[src/rtl/processor_config_pkg.sv]
// Shared configuration for the processor datapath and the byte packer that feeds it.
package processor_config;

   localparam int INP_WIDTH  = 24;
   localparam int BYTE_WIDTH = 8;

endpackage

[src/rtl/axis_byte_packer.sv]
// Packs an AXI-Stream byte stream MSB-first into OUT_WIDTH-bit words for the processor,
// discarding a stale partial word after TIMEOUT_CYCLES idle cycles.
module axis_byte_packer
   import processor_config::*;
#(
   parameter int OUT_WIDTH      = INP_WIDTH,
   parameter int TIMEOUT_CYCLES = 1024
) (
   input  logic                 clk,
   input  logic                 rst,
   input  logic [7:0]           s_axis_tdata,
   input  logic                 s_axis_tvalid,
   output logic                 s_axis_tready,
   output logic [OUT_WIDTH-1:0] m_axis_tdata,
   output logic                 m_axis_tvalid,
   input  logic                 m_axis_tready,
   output logic                 timeout_drop
);

   localparam int NB    = OUT_WIDTH / BYTE_WIDTH;
   localparam int CW    = (NB > 1) ? $clog2(NB) : 1;
   localparam int AW    = (NB > 1) ? (NB - 1) * BYTE_WIDTH : BYTE_WIDTH;
   localparam int IW    = (TIMEOUT_CYCLES > 1) ? $clog2(TIMEOUT_CYCLES) : 1;
   localparam int TO_M1 = (TIMEOUT_CYCLES > 0) ? TIMEOUT_CYCLES - 1 : 0;

   localparam logic [CW-1:0] LAST_IDX   = CW'(NB - 1);
   localparam logic [IW-1:0] IDLE_LIMIT = IW'(TO_M1);

   logic [CW-1:0]        byte_cnt;
   logic [IW-1:0]        idle_cnt;
   logic [OUT_WIDTH-1:0] full_word;
   logic                 last_byte;
   logic                 accept;
   logic                 drain;
   logic                 idle_run;
   logic                 expire;

   // The final byte may only enter when the output register is free or draining this cycle.
   always_comb begin
      last_byte     = (byte_cnt == LAST_IDX);
      s_axis_tready = !rst && (!last_byte || !m_axis_tvalid || m_axis_tready);
      accept        = s_axis_tvalid && s_axis_tready;
      drain         = m_axis_tvalid && m_axis_tready;
      idle_run      = (TIMEOUT_CYCLES != 0) && (byte_cnt != '0) && !s_axis_tvalid;
      expire        = idle_run && (idle_cnt == IDLE_LIMIT);
   end

   generate
      if (NB > 1) begin : g_pack
         logic [AW-1:0] asm_reg;
         logic [AW-1:0] asm_next;

         always_comb begin
            asm_next                   = asm_reg << BYTE_WIDTH;
            asm_next[BYTE_WIDTH-1:0]   = s_axis_tdata;
            full_word                  = {asm_reg, s_axis_tdata};
         end

         // Earlier bytes shift toward the MSB end; stale bytes after a drop are shifted out.
         always_ff @(posedge clk) begin
            if (rst) begin
               asm_reg <= '0;
            end else if (accept) begin
               asm_reg <= asm_next;
            end
         end
      end else begin : g_slice
         always_comb begin
            full_word = s_axis_tdata;
         end
      end
   endgenerate

   always_ff @(posedge clk) begin
      if (rst) begin
         byte_cnt      <= '0;
         idle_cnt      <= '0;
         m_axis_tvalid <= 1'b0;
         m_axis_tdata  <= '0;
         timeout_drop  <= 1'b0;
      end else begin
         timeout_drop <= expire;

         if (accept) begin
            idle_cnt <= '0;
            byte_cnt <= last_byte ? '0 : byte_cnt + 1'b1;
         end else if (expire) begin
            byte_cnt <= '0;
            idle_cnt <= '0;
         end else if (idle_run) begin
            idle_cnt <= idle_cnt + 1'b1;
         end else if (byte_cnt == '0) begin
            idle_cnt <= '0;
         end

         // A load in the drain cycle keeps tvalid high with the new word.
         if (accept && last_byte) begin
            m_axis_tdata  <= full_word;
            m_axis_tvalid <= 1'b1;
         end else if (drain) begin
            m_axis_tvalid <= 1'b0;
         end
      end
   end

endmodule

[config.mk]
export PLATFORM = sky130hd
export DESIGN_NAME = axis_byte_packer
export DESIGN_NICKNAME = d
export VERILOG_FILES = /design/src/rtl/processor_config_pkg.sv /design/src/rtl/axis_byte_packer.sv
export SDC_FILE = /design/constraint.sdc
export NUM_CORES = 1
export LEC_CHECK = 0
export CAP_MARGIN = 20
export CELL_PAD_IN_SITES_DETAIL_PLACEMENT = 1
export CELL_PAD_IN_SITES_GLOBAL_PLACEMENT = 2
export CORE_MARGIN = 5
export CORE_UTILIZATION = 34
export CTS_BUF_LIST = sky130_fd_sc_hd__clkbuf_4 sky130_fd_sc_hd__clkbuf_8
export DETAILED_ROUTE_END_ITERATION = 16
export PLACE_DENSITY = 0.86
export REMOVE_ABC_BUFFERS = 1
export SLEW_MARGIN = 20
export SYNTH_ARGS = -nofsm -noshare
export SYNTH_HDL_FRONTEND = slang
export SYNTH_SLANG_ARGS = --single-unit
[constraint.sdc]
create_clock -name clk -period 2.7 [get_ports clk]
set_clock_uncertainty 0.1 [all_clocks]
set_input_delay 0.405 -clock clk [delete_from_list [all_inputs] [get_ports clk]]
set_output_delay 0.405 -clock clk [all_outputs]
set_load 0.02 [all_outputs]
==> key figures, run 1 <==
Critical path
  – Crit Reg-Reg Endpoint: idle_cnt[1]
  – WP data arrival: 1800 ps
  – Worst setup SP type: register
  – R2r startpoint: idle_cnt[0]
  – CP Data Required Time: 2190 ps
  – Max Fanout on Critical Path: 5
  – WS Path Type: register to output port
  – R2R depth: 5
  – Reg-to-reg slack, setup: 910 ps
  – Critical Path Start: byte_cnt[0]
  – CP Capture Type: output port

Floorplan
  – Die height: 88.4 µm
  – Num rows: 28
  – I/O pins: 39
  – Chip width: 88.4 µm
  – Initial Util: 35.1%
  – Area of the core: 5960 µm²
  – Die area: 7810 µm²

Logic synthesis
  – Top cells by area in the synthesized netlist: dfxtp_1 (52%), nand2_1 (12%), a21oi_1 (6.2%), nand2b_1 (5.1%), o21ai_0 (4.1%)
  – Most frequent cell after synthesis: nand2_1
  – Yosys warns: 0
  – Largest area contributor in the netlist: dfxtp_1
  – Avg Cell Area, Syn: 8.63 µm²
  – Post-synth EDFFs: 0
  – Cells after Synth: 242
  – Post-synth top area share: 51.7%
  – Sequential area share after synthesis: 51.7%
  – Yosys reg bits: 54
  – Synth cell count leaders: nand2_1 (69), dfxtp_1 (54), a21oi_1 (26), nand2b_1 (17), o21ai_0 (17)
  – Distinct cells, synth: 30
  – Cell area after synthesis: 2090 µm²
  – Share of synthesized registers carrying an async set or reset: 0%
  – Top_reg_cell synth: dfxtp_1

CTS
  – Sink Count: 54
  – Clock transition at path regs: 90 ps
  – Hold Buf Count CTS: 0
  – Clk Latency, worst-skew pair: 300 ps
  – CTS tree: yes
  – Number of CTS-inserted buffers: 5
  – CTS Root Cell: clkbuf_8
  – # H-tree levels: 2
  – Setup Fix Bufs, Post-CTS: 0
  – CTS resizes: 0
  – CTS Buffer Depth: 2

Global route
  – Initial antenna violation count: 0
  – First-pass GRT wire length: 7930 µm
  – All-Layer GR Usage: 12.9%
  – Largest net degree at the start of global routing: 46
  – Vias in the first global route: 1715
  – Gr ovfl total: 0

Finish
  – Proportion of layout cells with a drive suffix above 1: 9.71%
  – Max reg flops: 24
  – Final Util: 44.1%
  – Post-layout nets: 290
  – Fin area: 2630 µm²
  – Fin cells: 353
  – Fillcell total: 726
  – Number of diodes: 0
  – Layout area overhead: 25.6%

Timing
  – Slew headroom: 71.4%
  – Worst-Margin Slew: 428 ps
  – FMAX: 434 MHz
  – RSZ-0062 raised after global routing: no
  – Final setup violation count: 0
  – Fin crit share: 85.3%
  – TNS Setup: 0 ps
  – Crit path time final: 2300 ps
  – Hold Vio Cnt, Final: 0
  – Slew Viols, Final: 0
  – Final setup margin: 396 ps

Run status
  – Run status: completed

Job
  – Max Cap Viol: 0

Routing
  – Via count: 1657
  – Routed length per instance: 12.6 µm
  – Initial DRC count: 54
  – DR DRC count: 0
  – Vias per inst: 4.69
  – DR pass1 iterations: 4
  – Post-route ant nets: 0
  – Post-Route WL: 4460 µm

Power and ir drop
  – Clock power share: 33.4%
  – PD cells: 531 nW/µm²
  – Gate power share: 6.8%
  – LEAKAGE: 0.874 nW
  – Sw Share: 22.7%
  – Internal power: 1.08 mW
  – Peak VDD IR: 0.233 mV
  – Sw power: 0.316 mW
  – Flop pwr share: 59.8%

Worst hold path
  – Worst Hold Class: register to register
  – Hold depth: 2
  – Worst hold endpoint: m_axis_tdata[4]
  – Hold path start: m_axis_tdata[4]

Placement
  – Post-DP HPWL: 3020 µm
  – DP Area: 2530 µm²
  – Routability cong.: 0.663
  – Pre-CTS setup slack: 414 ps
  – Placed insts: 345
  – Port-buffer cells: 38
layout make-up:
cell class              instances  area (µm²)  share of cell area, %
clock buffers                   7        90.1                   3.43
clock inverters                 1        5.00                  0.191
inverters                       1        3.75                  0.143
multi-input cells             173         941                   35.8
flip-flops and latches         54        1080                   41.2
well taps                      75        93.8                   3.57
repair buffers                 42         410                   15.6
stage by stage:
step | hold slack, ps | power [mW]
final | 357 | 1.39
after global routing | 382 | 1.47
after CTS | 362 | 1.42
after detailed placement | 348 | 0.948
after global placement | 342 | 0.946
after floorplan | 326 | 0.895
routing by layer:
layer / vias up / GRT usage, % / wire length [µm]
met4: 0 / 4.12 / 63
met1: 771 / 15.4 / 2050
met3: 5 / 3.35 / 200
met2: 28 / 22.4 / 2150
li1: 853 / - / -
met5: - / 0 / 0
power by group through the flow:
stage / Combinational, mW / Clock [mW] / Sequential, mW
2_1_floorplan: 0.0441 / 0 / 0.851
3_3_place_gp: 0.0950 / 0 / 0.851
3_5_place_dp: 0.0962 / 0 / 0.852
4_1_cts: 0.0967 / 0.487 / 0.834
5_1_grt: 0.106 / 0.529 / 0.837
6_report: 0.0945 / 0.465 / 0.833
worst max-delay path, cell delays in order, from the launching register on:
cell,delay [ps]
dfxtp_1,460
and2b_1,260
a21oi_1,160
clkdlybuf4s50_1,620
worst max-delay path by stage:
stage	slack, ps	endpoint
floorplan	750	idle_cnt[0]
global placement	450	idle_cnt[4]
detailed placement	410	idle_cnt[5]
CTS	380	s_axis_tready
global route	270	s_axis_tready
finish	400	s_axis_tready
kinds of logic (layout without fill, tap and decap cells):
kind of cell / Yosys count / after routing / synth area share (%)
flops: 54 / 54 / 51.7
mux: 1 / 1 / 0.479
buf+inv: 15 / 51 / 3.23
compound gates: 46 / 46 / 12.3
xor+xnor: 9 / 9 / 3.77
simple gates: 116 / 116 / 27.9
fa+ha+maj: 1 / 1 / 0.599
layout by cell type (no fill, tap or decap), drive strengths merged:
cell type / instances
a21boi: 1
a21oi: 26
a22o: 1
and2b: 2
and3: 2
and3b: 1
buf: 4
clkbuf: 7
clkdlybuf4s50: 38
clkinv: 1
dfxtp: 54
ha: 1
inv: 1
mux2i: 1
nand2: 69
nand2b: 17
nand3: 1
nand4: 2
nand4b: 1
nor2: 13
nor2b: 2
nor3: 3
nor4b: 1
o211ai: 1
o21ai: 17
or4: 1
or4b: 1
xnor2: 4
xor2: 5
Power figures use the tool's default switching activity.
==> run 2, diff against run 1 <==
CORE_UTILIZATION = 32   (was 34)
GPL_TIMING_DRIVEN = 0   (was default)
PLACE_DENSITY = 0.82   (was 0.86)
clock period = 2.3 ns   (was 2.7 ns; I/O delays follow)
==> run 2 against run 1 <==
Effect of this change:
- routed wire length is 2.4% lower
- non-clock buffer count is 3 lower
- sequential share of layout area is 0.56 points lower
- via count is 0.72% lower
- global-route usage is 1.9 points lower
- power is 24% higher
- critical path depth is 1 higher
- register-to-register slack worse by 630 ps
- count of clock-buffer cells in the layout is 1 lower
- setup slack worse by 120 ps
- core utilization is 2.2 points lower
- critical endpoint is now idle_cnt[8]
==> key figures, run 2 (synthesized netlist as in run 1, its figures left out) <==
Floorplan
  – Chip width: 90.8 µm (+2.7%)
  – Die area: 8250 µm² (+5.5%)
  – Area of the core: 6350 µm² (+6.6%)
  – Num rows: 29 (+3.6%)
  – I/O pins: 39 (unchanged)
  – Die height: 90.8 µm (+2.7%)
  – Initial Util: 32.9% (-2.2 points)

Finish
  – Post-layout nets: 287 (-1.0%)
  – Layout area overhead: 27.4%
  – Highest-count cells in the layout ignoring fill and taps: nand2_1 (69), dfxtp_1 (54), clkdlybuf4s50_1 (35)
  – Proportion of layout cells with a drive suffix above 1: 10.2% (+0.47 points)
  – Fin area: 2660 µm² (+1.4%)
  – Number of diodes: 0 (unchanged)
  – Fin cells: 352 (-0.28%)
  – Fillcell total: 733 (+0.96%)
  – Max reg flops: 24 (unchanged)
  – Final Util: 41.9% (-2.2 points)
  – Commonest non-fill, non-tap cell in the layout: nand2_1

Timing
  – Worst-Margin Slew: 776 ps (+347 ps)
  – TNS Setup: 0 ps (unchanged)
  – Hold Vio Cnt, Final: 0 (unchanged)
  – Fin crit share: 87.9%
  – FMAX: 495 MHz
  – Fin Hold WS: 340 ps (-16.4 ps)
  – Slew headroom: 48.2% (-23 points)
  – Slew Viols, Final: 0 (unchanged)
  – Final setup violation count: 0 (unchanged)
  – Crit path time final: 2020 ps
  – RSZ-0062 raised after global routing: no
  – Final setup margin: 279 ps (-117 ps)

Job
  – Max Cap Viol: 0 (unchanged)

Critical path
  – CP Capture Type: register
  – Max Fanout on Critical Path: 36 (+31)
  – WS Path Type: register to register
  – CP Data Required Time: 2400 ps (+210 ps)
  – WP data arrival: 2120 ps (+320 ps)
  – Worst setup SP type: register

Global route
  – Vias in the first global route: 1644 (-4.1%)
  – Initial antenna violation count: 0 (unchanged)
  – First-pass GRT wire length: 7610 µm (-4.0%)
  – Largest net degree at the start of global routing: 37 (-20%)
  – All-Layer GR Usage: 11.0% (-1.9 points)
  – Gr ovfl total: 0 (unchanged)

Power and ir drop
  – LEAKAGE: 0.889 nW (+1.6%)
  – Peak VDD IR: 0.288 mV (+24%)
  – Total power: 1.73 mW (+24%)
  – PD cells: 651 nW/µm² (+23%)

Placement
  – Post-DP HPWL: 2870 µm (-4.9%)
  – Port-buffer cells: 38 (unchanged)
  – Routability cong.: 0.773 (+17%)
  – Pre-CTS setup slack: -371 ps (-785 ps)
  – Placed insts: 344 (-0.29%)
  – DP Area: 2530 µm² (about the same)

CTS
  – Hold Buf Count CTS: 0 (unchanged)
  – CTS tree: yes
  – Setup Fix Bufs, Post-CTS: 0 (unchanged)
  – CTS Buffer Depth: 2 (unchanged)
  – Sink Count: 54 (unchanged)
  – # H-tree levels: 2 (unchanged)
  – CTS Root Cell: clkbuf_8
  – Clock transition at path regs: 90 ps (about the same)
  – Number of CTS-inserted buffers: 5 (unchanged)
  – Clk Latency, worst-skew pair: 300 ps (about the same)

Run status
  – Run status: completed

Routing
  – Initial DRC count: 46 (-15%)
  – Post-Route WL: 4350 µm (-2.4%)
  – Routed length per instance: 12.4 µm (-2.1%)
  – DR DRC count: 0 (unchanged)
  – Post-route ant nets: 0 (unchanged)
  – Via count: 1645 (-0.72%)
  – DR pass1 iterations: 4 (unchanged)
  – Vias per inst: 4.67 (-0.44%)

Worst hold path
  – Worst Hold Class: input port to register
[run 2: repair_timing]
action                     in CTS  in global routing
setup endpoints to repair      25                 34
pin swaps                       0                  0
gates resized for setup         3                  3
[run 2: power breakdown]
part | internal [mW] | total, mW | switching [mW]
Combinational | 0.0527 | 0.114 | 0.0617
Sequential | 0.959 | 0.977 | 0.0186
Clock | 0.337 | 0.642 | 0.305
Total | 1.35 | 1.73 | 0.385
[run 2: critical path: stages, from the launching register on]
cell,delay (ps)
dfxtp_1,450
and2b_1,280
a21boi_4,650
or4_4,380
nor2_2,60
[run 2: final cells by class]
| type | count | area, µm² | area share, % |
|---|---|---|---|
| repair buffers | 39 | 404 | 15.2 |
| well taps | 77 | 96.3 | 3.62 |
| flip-flops and latches | 54 | 1080 | 40.6 |
| clock inverters | 2 | 37.5 | 1.41 |
| clock buffers | 6 | 76.3 | 2.87 |
| inverters | 1 | 3.75 | 0.141 |
| multi-input cells | 173 | 962 | 36.2 |
[run 2: path summary, 6_finish.rpt]
kind | from | endpoint | slack (ps) | cells past startpoint
max | byte_cnt[0] | idle_cnt[8] | 280 | 4
min | rst | m_axis_tdata[13] | 340 | 2
max reg2reg | byte_cnt[0] | idle_cnt[8] | 280 | 4
min reg2reg | g_pack.asm_reg[12] | m_axis_tdata[20] | 350 | 2
[run 2: metal layers]
| layer | routed length, µm | global-route usage (%) | up-vias |
|---|---|---|---|
| met5 | 0 | 0 | - |
| met3 | 201 | 3.00 | 5 |
| met4 | 51 | 2.93 | 0 |
| li1 | - | - | 845 |
| met1 | 2050 | 13.7 | 768 |
| met2 | 2050 | 18.6 | 27 |
